File: config.mk
export PLATFORM = sky130hd
export DESIGN_NAME = motor_drive_sequencer_flat
export DESIGN_NICKNAME = d
export VERILOG_FILES = /design/src/rtl/motor_drive_sequencer_if.sv /design/src/rtl/motor_drive_sequencer.sv /design/src/flat_wrapper.sv
export SDC_FILE = /design/constraint.sdc
export NUM_CORES = 1
export LEC_CHECK = 0
export ABC_AREA = 1
export ABC_CLOCK_PERIOD_IN_PS = 3200
export BUFFER_PORTS_ARGS = -buffer_cell sky130_fd_sc_hd__buf_2
export CORE_MARGIN = 1.5
export CORE_UTILIZATION = 35
export CTS_BUF_LIST = sky130_fd_sc_hd__clkbuf_4
export DETAILED_ROUTE_END_ITERATION = 7
export HOLD_SLACK_MARGIN = 0.03
export PLACE_DENSITY = 0.53
export SYNTH_ARGS = -nofsm -noshare
export SYNTH_HDL_FRONTEND = slang
export SYNTH_SLANG_ARGS = --single-unit
File: constraint.sdc
create_clock -name i_clk -period 3.2 [get_ports i_clk]
set_clock_uncertainty 0.1 [all_clocks]
set_input_delay 0.16 -clock i_clk [delete_from_list [all_inputs] [get_ports i_clk]]
set_output_delay 0.16 -clock i_clk [all_outputs]
set_load 0.005 [all_outputs]
File: src/rtl/motor_drive_sequencer_if.sv
// Command bus between the supervisory controller and the motor drive sequencer.
// master = side that issues duty/direction requests, slave = the sequencer.
interface motor_drive_sequencer_if #(
    parameter int K_PWMRES = 10,
    parameter int K_DWELLW = 16
);
    logic                i_enable;
    logic [K_PWMRES-1:0] i_target;
    logic                i_target_rev;
    logic                i_target_valid;
    logic                i_ramp_tick;
    logic                i_fault;
    logic [K_PWMRES-1:0] i_param_ramp_step;
    logic [K_PWMRES-1:0] i_param_pwm_max;
    logic [K_DWELLW-1:0] i_param_brake_dwell;
    logic [K_PWMRES-1:0] o_pwm_command;
    logic                o_reverse;
    logic                o_brake;
    logic [2:0]          o_state;
    logic                o_busy;

    modport master (
        output i_enable, i_target, i_target_rev, i_target_valid, i_ramp_tick,
               i_fault, i_param_ramp_step, i_param_pwm_max, i_param_brake_dwell,
        input  o_pwm_command, o_reverse, o_brake, o_state, o_busy
    );

    modport slave (
        input  i_enable, i_target, i_target_rev, i_target_valid, i_ramp_tick,
               i_fault, i_param_ramp_step, i_param_pwm_max, i_param_brake_dwell,
        output o_pwm_command, o_reverse, o_brake, o_state, o_busy
    );
endinterface

File: src/rtl/motor_drive_sequencer.sv
// Motor drive sequencer: slew-limited duty command, brake-dwell direction
// reversal and fault braking. All outputs come straight from flops.
module motor_drive_sequencer #(
    parameter int K_PWMRES = 10,
    parameter int K_DWELLW = 16
) (
    input logic                    i_clk,
    input logic                    i_rst,
    motor_drive_sequencer_if.slave bus
);
    typedef enum logic [2:0] {
        ST_IDLE  = 3'd0,
        ST_RAMP  = 3'd1,
        ST_HOLD  = 3'd2,
        ST_DWELL = 3'd3,
        ST_FAULT = 3'd4
    } state_t;

    state_t              state_q, state_d;
    logic [K_PWMRES-1:0] cmd_q, cmd_d;
    logic [K_PWMRES-1:0] tgt_q, tgt_d;
    logic                tgt_rev_q, tgt_rev_d;
    logic                rev_q, rev_d;
    logic                brake_q, brake_d;
    logic                busy_q, busy_d;
    logic [K_DWELLW-1:0] dwell_q, dwell_d;

    logic [K_PWMRES-1:0] step;
    logic [K_PWMRES-1:0] eff;
    logic [K_PWMRES-1:0] slew;
    logic [K_PWMRES:0]   sum_up;
    logic [K_PWMRES-1:0] diff_dn;
    logic                rev_request;
    logic                swap_wanted;

    // Effective goal and one slew step toward it (extra bit on the way up, no wrap).
    always_comb begin
        step        = (bus.i_param_ramp_step == '0) ? K_PWMRES'(1) : bus.i_param_ramp_step;
        rev_request = (tgt_rev_q != rev_q);
        swap_wanted = bus.i_enable && (tgt_q != '0) && rev_request;
        eff         = (!bus.i_enable || rev_request) ? '0 : tgt_q;
        sum_up      = {1'b0, cmd_q} + {1'b0, step};
        diff_dn     = cmd_q - eff;
        slew        = cmd_q;
        if (cmd_q < eff) begin
            slew = (sum_up > {1'b0, eff}) ? eff : sum_up[K_PWMRES-1:0];
        end else if (cmd_q > eff) begin
            slew = (diff_dn <= step) ? eff : (cmd_q - step);
        end
    end

    // Next-state, target latch, dwell counter and registered output values.
    always_comb begin
        state_d   = state_q;
        cmd_d     = cmd_q;
        rev_d     = rev_q;
        dwell_d   = dwell_q;
        tgt_d     = tgt_q;
        tgt_rev_d = tgt_rev_q;

        // Clamp happens only here, so a later ceiling change leaves tgt alone.
        if (bus.i_target_valid) begin
            tgt_d     = (bus.i_target > bus.i_param_pwm_max) ? bus.i_param_pwm_max : bus.i_target;
            tgt_rev_d = bus.i_target_rev;
        end

        if (bus.i_fault) begin
            state_d = ST_FAULT;
            cmd_d   = '0;
            dwell_d = '0;
        end else begin
            unique case (state_q)
                ST_IDLE: begin
                    cmd_d = '0;
                    if (swap_wanted) begin
                        state_d = ST_DWELL;
                        dwell_d = '0;
                    end else if (eff != '0) begin
                        state_d = ST_RAMP;
                    end
                end
                ST_RAMP: begin
                    if (cmd_q == eff) begin
                        if (swap_wanted) begin
                            state_d = ST_DWELL;
                            dwell_d = '0;
                        end else if (eff == '0) begin
                            state_d = ST_IDLE;
                        end else begin
                            state_d = ST_HOLD;
                        end
                    end else if (bus.i_ramp_tick) begin
                        cmd_d = slew;
                    end
                end
                ST_HOLD: begin
                    if (eff != cmd_q) begin
                        state_d = ST_RAMP;
                    end
                end
                ST_DWELL: begin
                    cmd_d = '0;
                    // Abandoned reversal: leave direction untouched.
                    if (!bus.i_enable || !rev_request) begin
                        state_d = ST_IDLE;
                    end else if (dwell_q >= bus.i_param_brake_dwell) begin
                        rev_d   = tgt_rev_q;
                        dwell_d = '0;
                        state_d = ST_RAMP;
                    end else if (bus.i_ramp_tick) begin
                        dwell_d = dwell_q + K_DWELLW'(1);
                    end
                end
                ST_FAULT: begin
                    // i_fault is low here: release to IDLE and forget the request.
                    cmd_d   = '0;
                    tgt_d   = '0;
                    state_d = ST_IDLE;
                end
                default: begin
                    cmd_d   = '0;
                    state_d = ST_IDLE;
                end
            endcase
        end

        brake_d = (state_d == ST_DWELL) || (state_d == ST_FAULT);
        busy_d  = (state_d == ST_RAMP) || (state_d == ST_DWELL);
    end

    // State and output registers, cleared immediately on reset.
    always_ff @(posedge i_clk or posedge i_rst) begin
        if (i_rst) begin
            state_q   <= ST_IDLE;
            cmd_q     <= '0;
            tgt_q     <= '0;
            tgt_rev_q <= 1'b0;
            rev_q     <= 1'b0;
            brake_q   <= 1'b0;
            busy_q    <= 1'b0;
            dwell_q   <= '0;
        end else begin
            state_q   <= state_d;
            cmd_q     <= cmd_d;
            tgt_q     <= tgt_d;
            tgt_rev_q <= tgt_rev_d;
            rev_q     <= rev_d;
            brake_q   <= brake_d;
            busy_q    <= busy_d;
            dwell_q   <= dwell_d;
        end
    end

    assign bus.o_pwm_command = cmd_q;
    assign bus.o_reverse     = rev_q;
    assign bus.o_brake       = brake_q;
    assign bus.o_state       = state_q;
    assign bus.o_busy        = busy_q;
endmodule
File: src/flat_wrapper.sv
// flat-port wrapper written by rule: the top's interface ports become plain ports
module motor_drive_sequencer_flat 
#(
    parameter int K_PWMRES = 10,
    parameter int K_DWELLW = 16
)
  (i_clk, i_rst, bus_i_enable, bus_i_target, bus_i_target_rev, bus_i_target_valid, bus_i_ramp_tick, bus_i_fault, bus_i_param_ramp_step, bus_i_param_pwm_max, bus_i_param_brake_dwell, bus_o_pwm_command, bus_o_reverse, bus_o_brake, bus_o_state, bus_o_busy);
  motor_drive_sequencer_if #(.K_PWMRES(K_PWMRES), .K_DWELLW(K_DWELLW)) bus_i ();
  input logic i_clk;
  input logic i_rst;
  input wire logic [$bits(bus_i.i_enable)-1:0] bus_i_enable;
  input wire logic [$bits(bus_i.i_target)-1:0] bus_i_target;
  input wire logic [$bits(bus_i.i_target_rev)-1:0] bus_i_target_rev;
  input wire logic [$bits(bus_i.i_target_valid)-1:0] bus_i_target_valid;
  input wire logic [$bits(bus_i.i_ramp_tick)-1:0] bus_i_ramp_tick;
  input wire logic [$bits(bus_i.i_fault)-1:0] bus_i_fault;
  input wire logic [$bits(bus_i.i_param_ramp_step)-1:0] bus_i_param_ramp_step;
  input wire logic [$bits(bus_i.i_param_pwm_max)-1:0] bus_i_param_pwm_max;
  input wire logic [$bits(bus_i.i_param_brake_dwell)-1:0] bus_i_param_brake_dwell;
  output wire logic [$bits(bus_i.o_pwm_command)-1:0] bus_o_pwm_command;
  output wire logic [$bits(bus_i.o_reverse)-1:0] bus_o_reverse;
  output wire logic [$bits(bus_i.o_brake)-1:0] bus_o_brake;
  output wire logic [$bits(bus_i.o_state)-1:0] bus_o_state;
  output wire logic [$bits(bus_i.o_busy)-1:0] bus_o_busy;
  assign bus_i.i_enable = bus_i_enable;
  assign bus_i.i_target = bus_i_target;
  assign bus_i.i_target_rev = bus_i_target_rev;
  assign bus_i.i_target_valid = bus_i_target_valid;
  assign bus_i.i_ramp_tick = bus_i_ramp_tick;
  assign bus_i.i_fault = bus_i_fault;
  assign bus_i.i_param_ramp_step = bus_i_param_ramp_step;
  assign bus_i.i_param_pwm_max = bus_i_param_pwm_max;
  assign bus_i.i_param_brake_dwell = bus_i_param_brake_dwell;
  assign bus_o_pwm_command = bus_i.o_pwm_command;
  assign bus_o_reverse = bus_i.o_reverse;
  assign bus_o_brake = bus_i.o_brake;
  assign bus_o_state = bus_i.o_state;
  assign bus_o_busy = bus_i.o_busy;
  motor_drive_sequencer #(.K_PWMRES(K_PWMRES), .K_DWELLW(K_DWELLW)) u_core (.i_clk(i_clk), .i_rst(i_rst), .bus(bus_i));
endmodule
; Word-level counts from Yosys, hierarchy flattened
; Index checks and enable logic that the tools add are counted.
[word_totals]
ff_bits = 43
[op_classes]
addsub = 4
reduce_logical = 17
muxes = 31
magnitude_cmp = 6
bitwise = 2
eq_ne = 17
[ops]
columns = operator, n
row1 = two-way mux 10 bit, 13
row2 = two-way mux 16 bit, 6
row3 = one-hot mux 16 bit (3 select lines), 1
row4 = two-way mux 3 bit, 8
row5 = > comparator 10 bit, 2
row6 = zero test 10 bit, 2
row7 = one-hot mux 10 bit (2 select lines), 1
row8 = nonzero test 10 bit, 2
row9 = subtractor 10 bit, 2
row10 = "adder 16 x 1 -> 16 bit, second input constant", 1
row11 = >= comparator 16 bit, 1
row12 = one-hot mux 3 bit (4 select lines), 1
row13 = AND reduction 4 bit, 3
row14 = adder 10 x 10 -> 11 bit, 1
row15 = > comparator 11 x 10 -> 1 bit, 1
row16 = equality test 10 bit, 1
row17 = less-or-equal comparator 10 bit, 1
row18 = < comparator 10 bit, 1
row19 = inequality test 10 bit, 1
row20 = "equality test 3 x 2 -> 1 bit, second input constant", 3
row21 = "inequality test 3 bit, second input constant", 3
row22 = "equality test 3 x 1 -> 1 bit, second input constant", 2
row23 = "equality test 3 bit, second input constant", 2
row24 = logical OR 1 bit, 4
row25 = 11 further kinds, 14

; Logic depth before layout (Yosys ltp)
; Gate-level depths: netlist of the first run.
[depth]
ltp_word = 12
ltp_mapped = 26
ltp_nobuf = 25

; Worst setup path after synthesis of the first run
; No wires, ideal clock.
[synth_timing]
path_type = register to register
startpoint = register u_core.rev_q, in the netlist u_core.bus.o_reverse
endpoint = register u_core.cmd_q[7], in the netlist u_core.bus.o_pwm_command[7]
arrival_ns = 3.385
setup_ns = 0.117
period_less_slack_ns = 3.602
path_slack_ns = -0.402
stages_incl_launch_ff = 24
path_buffers = 1
t_required_ns = 2.983
cell_sequence = dfrtp_1 xnor2_1 nand2_1 nor2_1 ha_1 inv_1 fa_1 nand3_1 nand2_1 nand2_1 o2111ai_1 xnor2_1 inv_1 ha_1 nand2_1 nor2_1 o211ai_1 nand3_1 nand2_1 clkbuf_1 a21oi_1 o21ai_0 nand3_1 nand2_1
[synth_between]
elab_chain_cells = 12
word_cells_on_any_way = 20
[synth_lines]
columns = element, line_no
row1 = "start, declared", motor_drive_sequencer.sv:23  ; logic rev_q, rev_d;
row2 = "start signal, assigned", motor_drive_sequencer.sv:147  ; rev_q <= rev_d;
row3 = inequality test 1 bit *, motor_drive_sequencer.sv:39  ; rev_request = (tgt_rev_q != rev_q);
row4 = logical OR 1 bit *, motor_drive_sequencer.sv:41  ; eff = (!bus.i_enable || rev_request) ? '0 : tgt_q;
row5 = two-way mux 10 bit *, motor_drive_sequencer.sv:41
row6 = subtractor 10 bit, motor_drive_sequencer.sv:43  ; diff_dn = cmd_q - eff;
row7 = less-or-equal comparator 10 bit, motor_drive_sequencer.sv:48  ; slew = (diff_dn <= step) ? eff : (cmd_q - step);
row8 = two-way mux 10 bit, motor_drive_sequencer.sv:48
row9 = two-way mux 10 bit, motor_drive_sequencer.sv:47  ; end else if (cmd_q > eff) begin
row10 = two-way mux 10 bit, motor_drive_sequencer.sv:45  ; if (cmd_q < eff) begin
row11 = two-way mux 10 bit, motor_drive_sequencer.sv:92  ; end else if (bus.i_ramp_tick) begin
row12 = two-way mux 10 bit, motor_drive_sequencer.sv:83  ; if (cmd_q == eff) begin
row13 = one-hot mux 10 bit (2 select lines), motor_drive_sequencer.sv:72  ; unique case (state_q)
row14 = two-way mux 10 bit, motor_drive_sequencer.sv:67  ; if (bus.i_fault) begin
row15 = "end signal, assigned", motor_drive_sequencer.sv:144  ; cmd_q <= cmd_d;
row16 = "end, declared", motor_drive_sequencer.sv:20  ; logic [K_PWMRES-1:0] cmd_q, cmd_d;
; Every way passes the cells marked *; elsewhere a longest branch is shown, timed or not. The select of a mux whose other input is x is not followed.
; A chain may end at the register's enable or synchronous reset.

; Worst setup path after layout of the first run
[layout_timing]
startpoint = register u_core.rev_q, in the netlist u_core.bus.o_reverse
endpoint = register u_core.cmd_q[3], in the netlist u_core.bus.o_pwm_command[3]
; The elaborated chain is that of the path after synthesis.

==> summary.md, run 1 <==
| Metric | Value |
|---|---|
| Ant. Diodes | 0 |
| Pwr/cell area | about 310 nW/µm² |
| Worst r2r dst | u_core.bus.o_pwm_command[3] |
| Via count | between 5000 and 6000 |
| Yosys cell types | 44 |
| Vias/cell | approximately 4.9 |
| Final HPWL DP | 13.15 mm |
| Post-Syn Area per Cell | roughly 6.5 µm² |
| Slew margin rel. | a little over a third |
| DRC violations left | 0 |
| Pre-CTS WS | -0.3846 ns |
| Synthesized net count | around 1000 |
| Hold WS | about 0.032 ns |
| H-Tree Depth | 2 |
| Area growth syn-to-layout | 29.51% |
| Fill count | about 1600 |
| Yosys top cell by area | dfrtp_1 |
| FF-to-FF setup slack | -0.31 ns |
| Tot GR Track Use | around a fifth |
| Failing checks | negative setup slack |
| Setup crit end kind | flop |
| Status | finished, violations left |
| Root buf cell | clkbuf_4 |
| I/O pins | 69 |
| DR iter-0 viols | 285 |
| CTS tree | built |
| CP Launch Type | flop |
| Peak supply drop | around 0.19 mV |
| Reg clk slew, reported paths | between 0.15 and 0.2 ns |
| Max-slew violations | 0 |
| FF+latch count, synth | 43 |
| Most frequent cells after synthesis | nand2_1 (220), inv_1 (132), nand3_1 (77), ha_1 (76), a21oi_1 (56) |
| Core area | roughly 15000 µm² |
| Clk_lat worst skew | around 0.38 ns |
| Most used DFF post-synth | dfrtp_1 |
| CTS sink cnt | 43 |
| FF-to-FF Start | u_core.bus.o_reverse |
| Overflow after GRT | 0 |
| Drt first pass iters | 5 |
| Setup ws final | -0.3095 ns |
| Top post-synthesis cells by area | dfrtp_1 (20%), ha_1 (17%), nand2_1 (15%) |
| Critical path class | flop to flop |
| First-pass GRT wire length | approximately 27 mm |
| Final setup fails | 10 |
| Post-synth top area share | around a fifth |
| Avg WL per Cell | approximately 14 µm |
| DRT Wirelength | about 16 mm |
| Post-synth EDFFs | 0 |
| # nets final | between 1000 and 1500 |
| Mapped cell area | roughly 5400 µm² |
| CP Data Required Time | 3.37 ns |
| Minimum clock period | ~3.5 ns |
| Endpoints failing hold | 0 |
| Most common cell in the netlist | nand2_1 |
| Synth warn | 0 |
| Routed Antenna Nets | 0 |
| Initial core utilization | ~36% |
| DIE WIDTH | 127.8 µm |
| CTS buffer count | 5 |
| GP Congestion | 0.8749 |
| Fmax | approximately 0.28 GHz |
| Max Cap Violations | 0 |
| WHS Path Cells | 3 |
| Worst-path maximum fanout | 7 |
| Tcrit/Tclk final | 109.7% |
| Ys async rst share | 100.0% |
| Cells after Synth | ~840 |
| Total Power | about 2.2 mW |
| Multi-input logic area | about 3900 µm² |
| Die Area | ~16000 µm² |
| Largest net degree at the start of global routing | 44 |
| Register area | approximately 1100 µm² |
| Worst Hold Path EP | u_core.tgt_q[5] |
| Static Leak | 3.877 nW |
| Initial antenna violation count | 0 |
| Hold Path Origin | bus_i_target_valid |
| Least-Margin Pin Slew | just under 1 ns |
| CP arrival | between 3 and 4 ns |
| IO Port Bufs | 68 |
| Vert. Die Dim | between 100 and 150 µm |
| Share of layout cells above drive strength 1 | 23.99% |
| Clk buf depth | 2 |
| Sequential share of the synthesized area | around a fifth |
| Vias in the first global route | 5503 |
| Row count | 45 |
| R2R depth | 23 |
| RSZ-0062 raised after global routing | yes |
| Min-delay worst type | input port to flop |
[how the worst max path moves through the flow]
stage | from | end | slack, ns | cells after the start
CTS | u_core.tgt_rev_q | u_core.bus.o_pwm_command[3] | -0.31 | 23
detailed placement | u_core.bus.o_reverse | u_core.bus.o_pwm_command[7] | -0.38 | 24
finish | u_core.bus.o_reverse | u_core.bus.o_pwm_command[3] | -0.31 | 23
floorplan | u_core.bus.o_reverse | u_core.bus.o_pwm_command[7] | -0.17 | 23
global placement | bus_i_param_ramp_step[7] | u_core.bus.o_pwm_command[5] | -0.39 | 24
global route | u_core.bus.o_reverse | u_core.bus.o_pwm_command[3] | -0.55 | 21
[worst max-delay path, cell delays in order (launching register included)]
cell and delay, ns:
dfrtp_1 0.44, xnor2_2 0.23, nand2_4 0.16, inv_4 0.11
nand2_4 0.06, ha_4 0.29, nand3_2 0.08, nand2_2 0.11
nand4_1 0.08, o211ai_1 0.13, nand2_1 0.08, nand2_1 0.08
a21oi_2 0.06, xnor2_1 0.12, ha_1 0.32, nand2_2 0.09
o21a_1 0.20, nand3_1 0.09, nand2_2 0.09, buf_6 0.16
a21oi_2 0.12, o21ai_1 0.07, nand3_1 0.07, nand2_1 0.06
[timing repair]
action,4_1_cts,5_1_grt
buffers inserted,5,2
hold buffers,12,0
hold endpoints to repair,53,0
resized for setup,31,19
endpoints found under the setup margin,10,25
pin swaps,19,21
gates cloned,1,0
[layout make-up]
type                            count  area share, %
Timing Repair Buffer              174          16.68
Clock buffer                        5         0.5319
Clock inverter                      3         0.6560
Multi-Input combinational cell    625          55.89
Inverter                          142          7.660
Sequential cell                    43          15.25
Tap cell                          188          3.333
[metal layers]
| layer | GRT usage (%) | vias up | part of all wire (%) |
|---|---|---|---|
| met4 | 4.296 | 0 | 1.5 |
| met1 | 30.16 | 2558 | 49 |
| met5 | 0 | - | 0 |
| li1 | - | 3044 | - |
| met2 | 33.08 | 145 | 44 |
| met3 | 2.087 | 19 | 5.0 |
[placed cells by master, fill, tap and decap left out, types with 15 or more instances in the layout]
cell,n
buf_4,91
buf_2,68
dfrtp_1,43
nand4_1,29
a21oi_1,46
nor3_1,15
nand3_1,75
nor2_1,40
nand2_1,211
ha_1,68
xor2_1,18
o21ai_0,15
inv_1,127
[cell families (layout without fill, tap and decap cells)]
kind of cell / after synthesis / after routing / share of synthesized area (%)
flip-flops: 43 / 43 / 19.75
XOR/XNOR: 30 / 30 / 4.822
buffers and inverters: 171 / 324 / 12.40
adder cells (fa/ha/maj): 79 / 79 / 18.55
AO/OA/AOI/OAI: 99 / 99 / 10.13
AND/OR/NAND/NOR: 417 / 417 / 34.35
[per-stage QoR]
stage / utilization (%) / area (µm²) / TNS (ns) / instances
after global routing: 46.42 / 7057 / -5.167 / 1180
after CTS: 45.85 / 6970 / -2.884 / 1178
after floorplan: - / 5544 / -1.262 / 839
after detailed placement: 43.53 / 6618 / -3.695 / 1152
after global placement: 43.53 / 6618 / -3.844 / 1152
final: 46.42 / 7057 / -2.863 / 1180
[registers in the layout, indices dropped and copies added, names as in the netlist]
register and count:
u_core.dwell_q 16, u_core.bus.o_state 3, u_core.bus.o_brake 1, u_core.bus.o_reverse 1
u_core.tgt_rev_q 1, u_core.tgt_q 10, u_core.bus.o_pwm_command 10, u_core.bus.o_busy 1
[report_power, final]
group	leakage, nW	internal [mW]	switching (mW)
clock network	0.0418	0.167	0.219
logic	3.26	0.535	0.702
registers	0.579	0.570	0.0231
total	3.88	1.27	0.944
Power figures use the tool's default switching activity.
==> run 2: changes to the inputs <==
ABC_AREA = not set   (was 1)
==> run 2 against run 1 <==
Compared with the run above: the flow still finishes with violations (negative setup slack); global-route usage grew 0.86 points; sequential share of layout area shrank 0.44 points; combinational power shrank 15%; die area shrank 7.0%; sequential cell count is the same; fmax shrank 13%; critical path depth shrank 2; register-to-register slack lost 0.52 ns; power shrank 5.3%; first-iteration DRC count shrank 6.0%.
==> summary.md, run 2 <==
| Metric | Value |
|---|---|
| Status | finished, violations left |
| Failing checks | negative setup slack |
| Most used cell, CP | o21ai_2 |
| Share of layout cells above drive strength 1 | 36.32% (+12 points) |
| Peak per-stage delay on the critical path | 0.49 ns (+0.05 ns) |
| CTS buffer count | 5 (unchanged) |
| Cells after Synth | 612 (-27%) |
| Die Area | 15180 µm² (-7.0%) |
| Worst-path maximum fanout | 6 (-1) |
| Tot GR Track Use | 21.54% (+0.86 points) |
| Vert. Die Dim | 123.2 µm (-3.6%) |
| Max-slew violations | 0 (unchanged) |
| Total Power | 2.098 mW (-5.3%) |
| Largest net degree at the start of global routing | 44 (unchanged) |
| Hold WS | 0.03757 ns (+0.005652 ns) |
| Synth warn | 0 (unchanged) |
| H-Tree Depth | 2 (unchanged) |
| Post-route setup TNS | -13.71 ns (-10.85 ns) |
| Final setup fails | 28 (+18) |
| Most frequent cells after synthesis | ha_1 (76), inv_1 (64), dfrtp_1 (43), nor2_1 (43), nand2_1 (41) |
| Final HPWL DP | 12.90 mm (-1.9%) |
| Post-synth top area share | 21.28% (+1.5 points) |
| Routed Antenna Nets | 0 (unchanged) |
| Initial core utilization | 36.15% (+0.31 points) |
| Min-delay worst type | input port to flop |
| DRT Wirelength | 16.12 mm (-0.47%) |
| Post-Syn Area per Cell | 8.264 µm² (+27%) |
| Overflow after GRT | 0 (unchanged) |
| Clk_lat worst skew | 0.38 ns (about the same) |
| First-pass GRT wire length | 25.67 mm (-5.6%) |
| Minimum clock period | 4.034 ns (+0.5243 ns) |
| Most used DFF post-synth | dfrtp_1 |
| DIE WIDTH | 123.2 µm (-3.6%) |
| DR iter-0 viols | 268 (-6.0%) |
| Setup crit end kind | flop |
| Vias/cell | 5.408 (+11%) |
| CP Data Required Time | 3.40 ns (+0.03 ns) |
| I/O pins | 69 (unchanged) |
| Setup ws final | -0.8338 ns (-0.5243 ns) |
| Post-synth EDFFs | 0 (unchanged) |
| Slew margin rel. | 13.46% (-22 points) |
| Core area | 13990 µm² (-8.0%) |
| Worst path slowest cell | or4b_4 |
| Vias in the first global route | 5122 (-6.9%) |
| Placed cells | 956 (-17%) |
| Pwr/cell area | 288.5 nW/µm² (-8.1%) |
| CP arrival | 4.24 ns (+0.56 ns) |
| Yosys top cell by area | dfrtp_1 |
| Via count | 5327 (-7.6%) |
| Peak supply drop | 0.2459 mV (+27%) |
| Top reg by flops | u_core.dwell_q |
| Worst path buffer plus inverter count | 2 (unchanged) |
| Non-Filler Instances | 985 (-17%) |
| Ys async rst share | 100.0% (unchanged) |
| Static Leak | 3.578 nW (-7.7%) |
| Mapped cell area | 5057 µm² (-7.2%) |
| CTS tree | built |
| Fin util | 51.99% (+5.6 points) |
| Most frequent cells in the layout | buf_4 (125), buf_2 (68), ha_1 (64) |
| Clk buf depth | 2 (unchanged) |
| DRC violations left | 0 (unchanged) |
| GP Congestion | 0.9107 (+4.1%) |
| Least-Margin Pin Slew | 1.288 ns (+0.3182 ns) |
| Max reg flops | 16 (unchanged) |
| Sequential share of the synthesized area | 21.28% (+1.5 points) |
| Critical path class | flop to flop |
| Tcrit/Tclk final | 126.1% (+16 points) |
| CTS sink cnt | 43 (unchanged) |
| Initial antenna violation count | 1 (+1) |
| Commonest non-fill, non-tap cell in the layout | buf_4 |
| Cell breakdown of the critical path | xor2_1 -> nor2_1 -> buf_4 -> nand2_4 -> ha_4 -> nor2b_2 -> o21ai_2 -> a21boi_2 -> o21ai_2 -> a211oi_2 -> or4b_4 -> nand3_2 -> ha_1 -> o21ai_0 -> a21oi_2 -> o31ai_4 -> a21oi_4 -> clkbuf_16 -> mux2i_1 -> a22oi_1 -> o21ai_1 |
| Root buf cell | clkbuf_4 |
| Max Cap Violations | 0 (unchanged) |
| IO Port Bufs | 68 (unchanged) |
| Endpoints failing hold | 0 (unchanged) |
| RSZ-0062 raised after global routing | yes |
| Drt first pass iters | 5 (unchanged) |
| FF+latch count, synth | 43 (unchanged) |
| Row count | 43 (-4.4%) |
| Fmax | 0.2479 GHz (-13%) |
| # nets final | 935 (-17%) |
| CP top delay family | compound AO/OA/AOI/OAI gates |
| Avg WL per Cell | 16.37 µm (+19%) |
| Reg clk slew, reported paths | 0.16 ns (about the same) |
| Most common cell in the netlist | ha_1 |
| Area growth syn-to-layout | 43.82% |
| Top post-synthesis cells by area | dfrtp_1 (21%), ha_1 (19%), inv_1 (4.8%) |
| Yosys cell types | 71 (+61%) |
| CP Launch Type | flop |
| Synthesized net count | 744 (-23%) |
[run 2: area by class of cell]
type,count,area (µm²)
repair buffers,212,1533
fillers,1357,6715
diodes,1,2.502
flip-flops and latches,43,1077
well taps,180,225.2
inverters,64,242.7
clock buffers,5,37.54
clock inverters,3,71.32
multi-input cells,477,4084
[run 2: power breakdown]
group / internal (mW) / switching [mW]
logic: 0.532 / 0.513
registers: 0.566 / 0.0264
clock network: 0.249 / 0.212
[run 2: tightest hold or removal path: stages]
cell and delay (ns):
buf_2 0.11, mux2i_1 0.14, a211oi_1 0.09
[run 2: what timing repair did]
| item | 4_1_cts | 5_1_grt |
|---|---|---|
| pin swaps | 2 | 36 |
| resized for setup | 21 | 48 |
| gates cloned | 0 | 2 |
| endpoints found under the hold margin | 49 | 1 |
| setup endpoints to repair | 28 | 28 |
| hold buffers | 10 | 1 |
| buffers inserted | 1 | 6 |
[run 2: metrics by stage]
step,worst slack [ns],instance area (µm²)
floorplan,-0.4677,5236
global placement,-0.8810,6608
detailed placement,-1.066,6608
CTS,-0.8215,6972
global route,-1.013,7273
finish,-0.8338,7273
[run 2: cell families after synthesis]
family                   share of synthesized area (%)
XOR/XNOR                                         3.464
multiplexers                                     5.096
AO/OA/AOI/OAI                                    22.51
adder cells (fa/ha/maj)                          19.99
AND/OR/NAND/NOR                                  20.53
buffers and inverters                            7.125
flip-flops                                       21.28
[run 2: worst paths after layout]
path | slack, ns | startpoint | end | cells past startpoint
min | 0.04 | bus_i_param_pwm_max[7] | u_core.tgt_q[7] | 3
max in group asynchronous | 1.92 | i_rst | u_core.bus.o_pwm_command[2] | 3
max | -0.83 | u_core.bus.o_reverse | u_core.bus.o_pwm_command[1] | 21
min in group asynchronous | 0.42 | i_rst | u_core.tgt_q[9] | 3
max reg2reg | -0.83 | u_core.bus.o_reverse | u_core.bus.o_pwm_command[1] | 21
min reg2reg | 0.47 | u_core.dwell_q[15] | u_core.dwell_q[15] | 2
[run 2: layer usage]
metal  track usage (%)  part of all wire (%)  vias to the layer above
met5                 0                     0                        -
li1                  -                     -                     2641
met2             33.82                    45                      123
met3             2.952                   5.2                        6
met4             3.161                  0.53                        0
met1             32.01                    49                     2557
==> run 3: changes to the inputs <==
PLACE_DENSITY = 0.65   (was 0.53)
RECOVER_POWER = 100   (was not set)
==> run 3 against run 2 <==
Compared with the run above: first-iteration DRC count grew 31%; largest cell class unchanged; the run still ends with negative setup slack left; die area is the same; register-to-register slack is essentially flat.
==> summary.md, run 3 (synthesis results as in run 2) <==
| Metric | Value |
|---|---|
| Status | finished, violations left |
| Failing checks | negative setup slack |
| Worst-path maximum fanout | 6 (unchanged) |
| Vert. Die Dim | 123.2 µm (unchanged) |
| Root buf cell | clkbuf_4 |
| Register area | 1079 µm² (+0.12%) |
| IO Port Bufs | 68 (unchanged) |
| CP Data Required Time | 3.38 ns (-0.02 ns) |
| Slew margin rel. | 15.53% (+2.1 points) |
| Minimum clock period | 4.023 ns (-0.01114 ns) |
| Worst Hold Path EP | u_core.tgt_q[0] |
| Fill count | 1312 (-3.3%) |
| Cell breakdown of the critical path | xor2_2 -> nor2_1 -> buf_4 -> nand2_4 -> ha_4 -> nor2b_4 -> o21ai_2 -> a21boi_2 -> o21ai_2 -> a211oi_2 -> or4b_4 -> nand3_4 -> ha_4 -> o21ai_2 -> a21oi_2 -> o31ai_2 -> a21oi_2 -> buf_4 -> buf_12 -> mux2i_1 -> a22oi_1 -> o21ai_1 |
| Peak supply drop | 0.1699 mV (-31%) |
| Commonest non-fill, non-tap cell in the layout | buf_4 |
| First-pass GRT wire length | 26.23 mm (+2.2%) |
| DP Area | 6588 µm² (-0.30%) |
| CTS buffer count | 5 (unchanged) |
| DRC violations left | 0 (unchanged) |
| H-Tree Depth | 2 (unchanged) |
| DR iter-0 viols | 350 (+31%) |
| Reg clk slew, reported paths | 0.16 ns (about the same) |
| FF-to-FF setup slack | -0.82 ns (about the same) |
| Fmax | 0.2486 GHz (+0.28%) |
| Min-delay worst type | input port to flop |
| Worst path slowest cell | or4b_4 |
| CP top delay family | compound AO/OA/AOI/OAI gates |
| Endpoints failing hold | 0 (unchanged) |
| Largest net degree at the start of global routing | 24 (-45%) |
| Top reg by flops | u_core.dwell_q |
| Row count | 43 (unchanged) |
| Initial antenna violation count | 0 (-1) |
| Non-Filler Instances | 980 (-0.51%) |
| Ant. Diodes | 0 (-1) |
| Final setup fails | 26 (-7.1%) |
| Fin util | 51.17% (-0.82 points) |
| Die Area | 15180 µm² (unchanged) |
| Vias/cell | 5.531 (+2.3%) |
| Hold Path Origin | bus_i_target[0] |
| Worst r2r dst | u_core.bus.o_pwm_command[3] |
| Peak per-stage delay on the critical path | 0.55 ns (+0.06 ns) |
| Post-route setup TNS | -10.46 ns (+3.249 ns) |
| Pre-CTS WS | -1.141 ns (-0.07484 ns) |
| Most frequent cells in the layout | buf_4 (121), inv_1 (62), buf_2 (62) |
| Setup ws final | -0.8227 ns (+0.01114 ns) |
| Tcrit/Tclk final | 125.7% (-0.35 points) |
| Core area | 13990 µm² (unchanged) |
| Final HPWL DP | 12.89 mm (about the same) |
| Max-slew violations | 0 (unchanged) |
| DRT Wirelength | 16.29 mm (+1.1%) |
| Hold WS | 0.03457 ns (-0.002999 ns) |
| WHS Path Cells | 3 (unchanged) |
| Multi-input logic area | 4094 µm² (+0.25%) |
| Pwr/cell area | 294.7 nW/µm² (+2.1%) |
| Design Area, Final | 7158 µm² (-1.6%) |
| Tot GR Track Use | 21.70% (+0.16 points) |
| RSZ-0062 raised after global routing | yes |
| Most used cell, CP | o21ai_2 |
| # nets final | 931 (-0.43%) |
| Clk buf depth | 2 (unchanged) |
| Drt first pass iters | 5 (unchanged) |
| Max Cap Violations | 0 (unchanged) |
| Via count | 5420 (+1.7%) |
| Avg WL per Cell | 16.62 µm (+1.6%) |
| Total Power | 2.109 mW (+0.52%) |
| DIE WIDTH | 123.2 µm (unchanged) |
| Least-Margin Pin Slew | 1.257 ns (-0.03074 ns) |
| Clk_lat worst skew | 0.36 ns (-0.02 ns) |
| Placed cells | 955 (-0.10%) |
| Share of layout cells above drive strength 1 | 35.50% (-0.82 points) |
| Worst path buffer plus inverter count | 3 (+1) |
| FF-to-FF Start | u_core.bus.o_reverse |
| CTS tree | built |
| GP Congestion | 0.9515 (+4.5%) |
| I/O pins | 69 (unchanged) |
| Setup crit end kind | flop |
| Initial core utilization | 36.15% (unchanged) |
| CP arrival | 4.21 ns (-0.03 ns) |
| Area growth syn-to-layout | 41.54% |
| Routed Antenna Nets | 0 (unchanged) |
| Critical path class | flop to flop |
| Overflow after GRT | 0 (unchanged) |
| CP Launch Type | flop |
| Static Leak | 3.476 nW (-2.8%) |
| Vias in the first global route | 5371 (+4.9%) |
| Max reg flops | 16 (unchanged) |
| R2R depth | 22 (+4.8%) |
| CTS sink cnt | 43 (unchanged) |
## run 3: cell types whose count changed in the layout (fill, tap and decap cells not counted), sizes merged
cell	before	now
inv	65	64
buf	199	188
clkbuf	7	22
diode	1	0
dlygate4sd3	11	3
clkinv	0	1
## run 3: how the worst max path moves through the flow
| stage | start | to | cells after the start |
|---|---|---|---|
| 6_report | u_core.bus.o_reverse | u_core.bus.o_pwm_command[3] | 22 |
| 5_1_grt | u_core.bus.o_reverse | u_core.bus.o_pwm_command[0] | 22 |
| 4_1_cts | u_core.tgt_rev_q | u_core.bus.o_pwm_command[3] | 21 |
| 3_5_place_dp | bus_i_param_ramp_step[7] | u_core.bus.o_pwm_command[4] | 20 |
| 3_3_place_gp | bus_i_param_ramp_step[7] | u_core.bus.o_pwm_command[7] | 20 |
| 2_1_floorplan | u_core.bus.o_pwm_command[2] | u_core.bus.o_pwm_command[0] | 14 |
## run 3: cell type report
class	count	share of cell area, %
Clock buffer	5	0.5244
Clock inverter	3	0.9963
Inverter	64	3.356
Multi-Input combinational cell	477	57.19
Sequential cell	43	15.07
Tap cell	180	3.146
Timing Repair Buffer	208	19.72
## run 3: power breakdown
part           switching [mW]  leakage (nW)  internal [mW]
clock network           0.206        0.0573          0.249
registers              0.0240         0.570          0.566
logic                   0.518          2.85          0.546
## run 3: tightest hold or removal path, cell delays in order
cell and delay (ns):
buf_2 0.11, mux2i_1 0.13, a211oi_1 0.09
## run 3: routing by layer
layer / vias up / wire, µm / share of wire [%] / track usage [%]
met2: 154 / 7741 / 48 / 36.81
li1: 2630 / - / - / -
met3: 19 / 709 / 4.4 / 1.799
met1: 2617 / 7606 / 47 / 30.25
met5: - / 0 / 0 / 0
met4: 0 / 235 / 1.4 / 4.382
## run 3: what timing repair did
item                                    CTS  global route
resized for setup                        37            31
gates cloned                              0             1
hold endpoints to repair                 24             0
pin swaps                                 6            27
endpoints found under the setup margin   28            28
hold buffers                              3             0
buffers inserted                          8             5
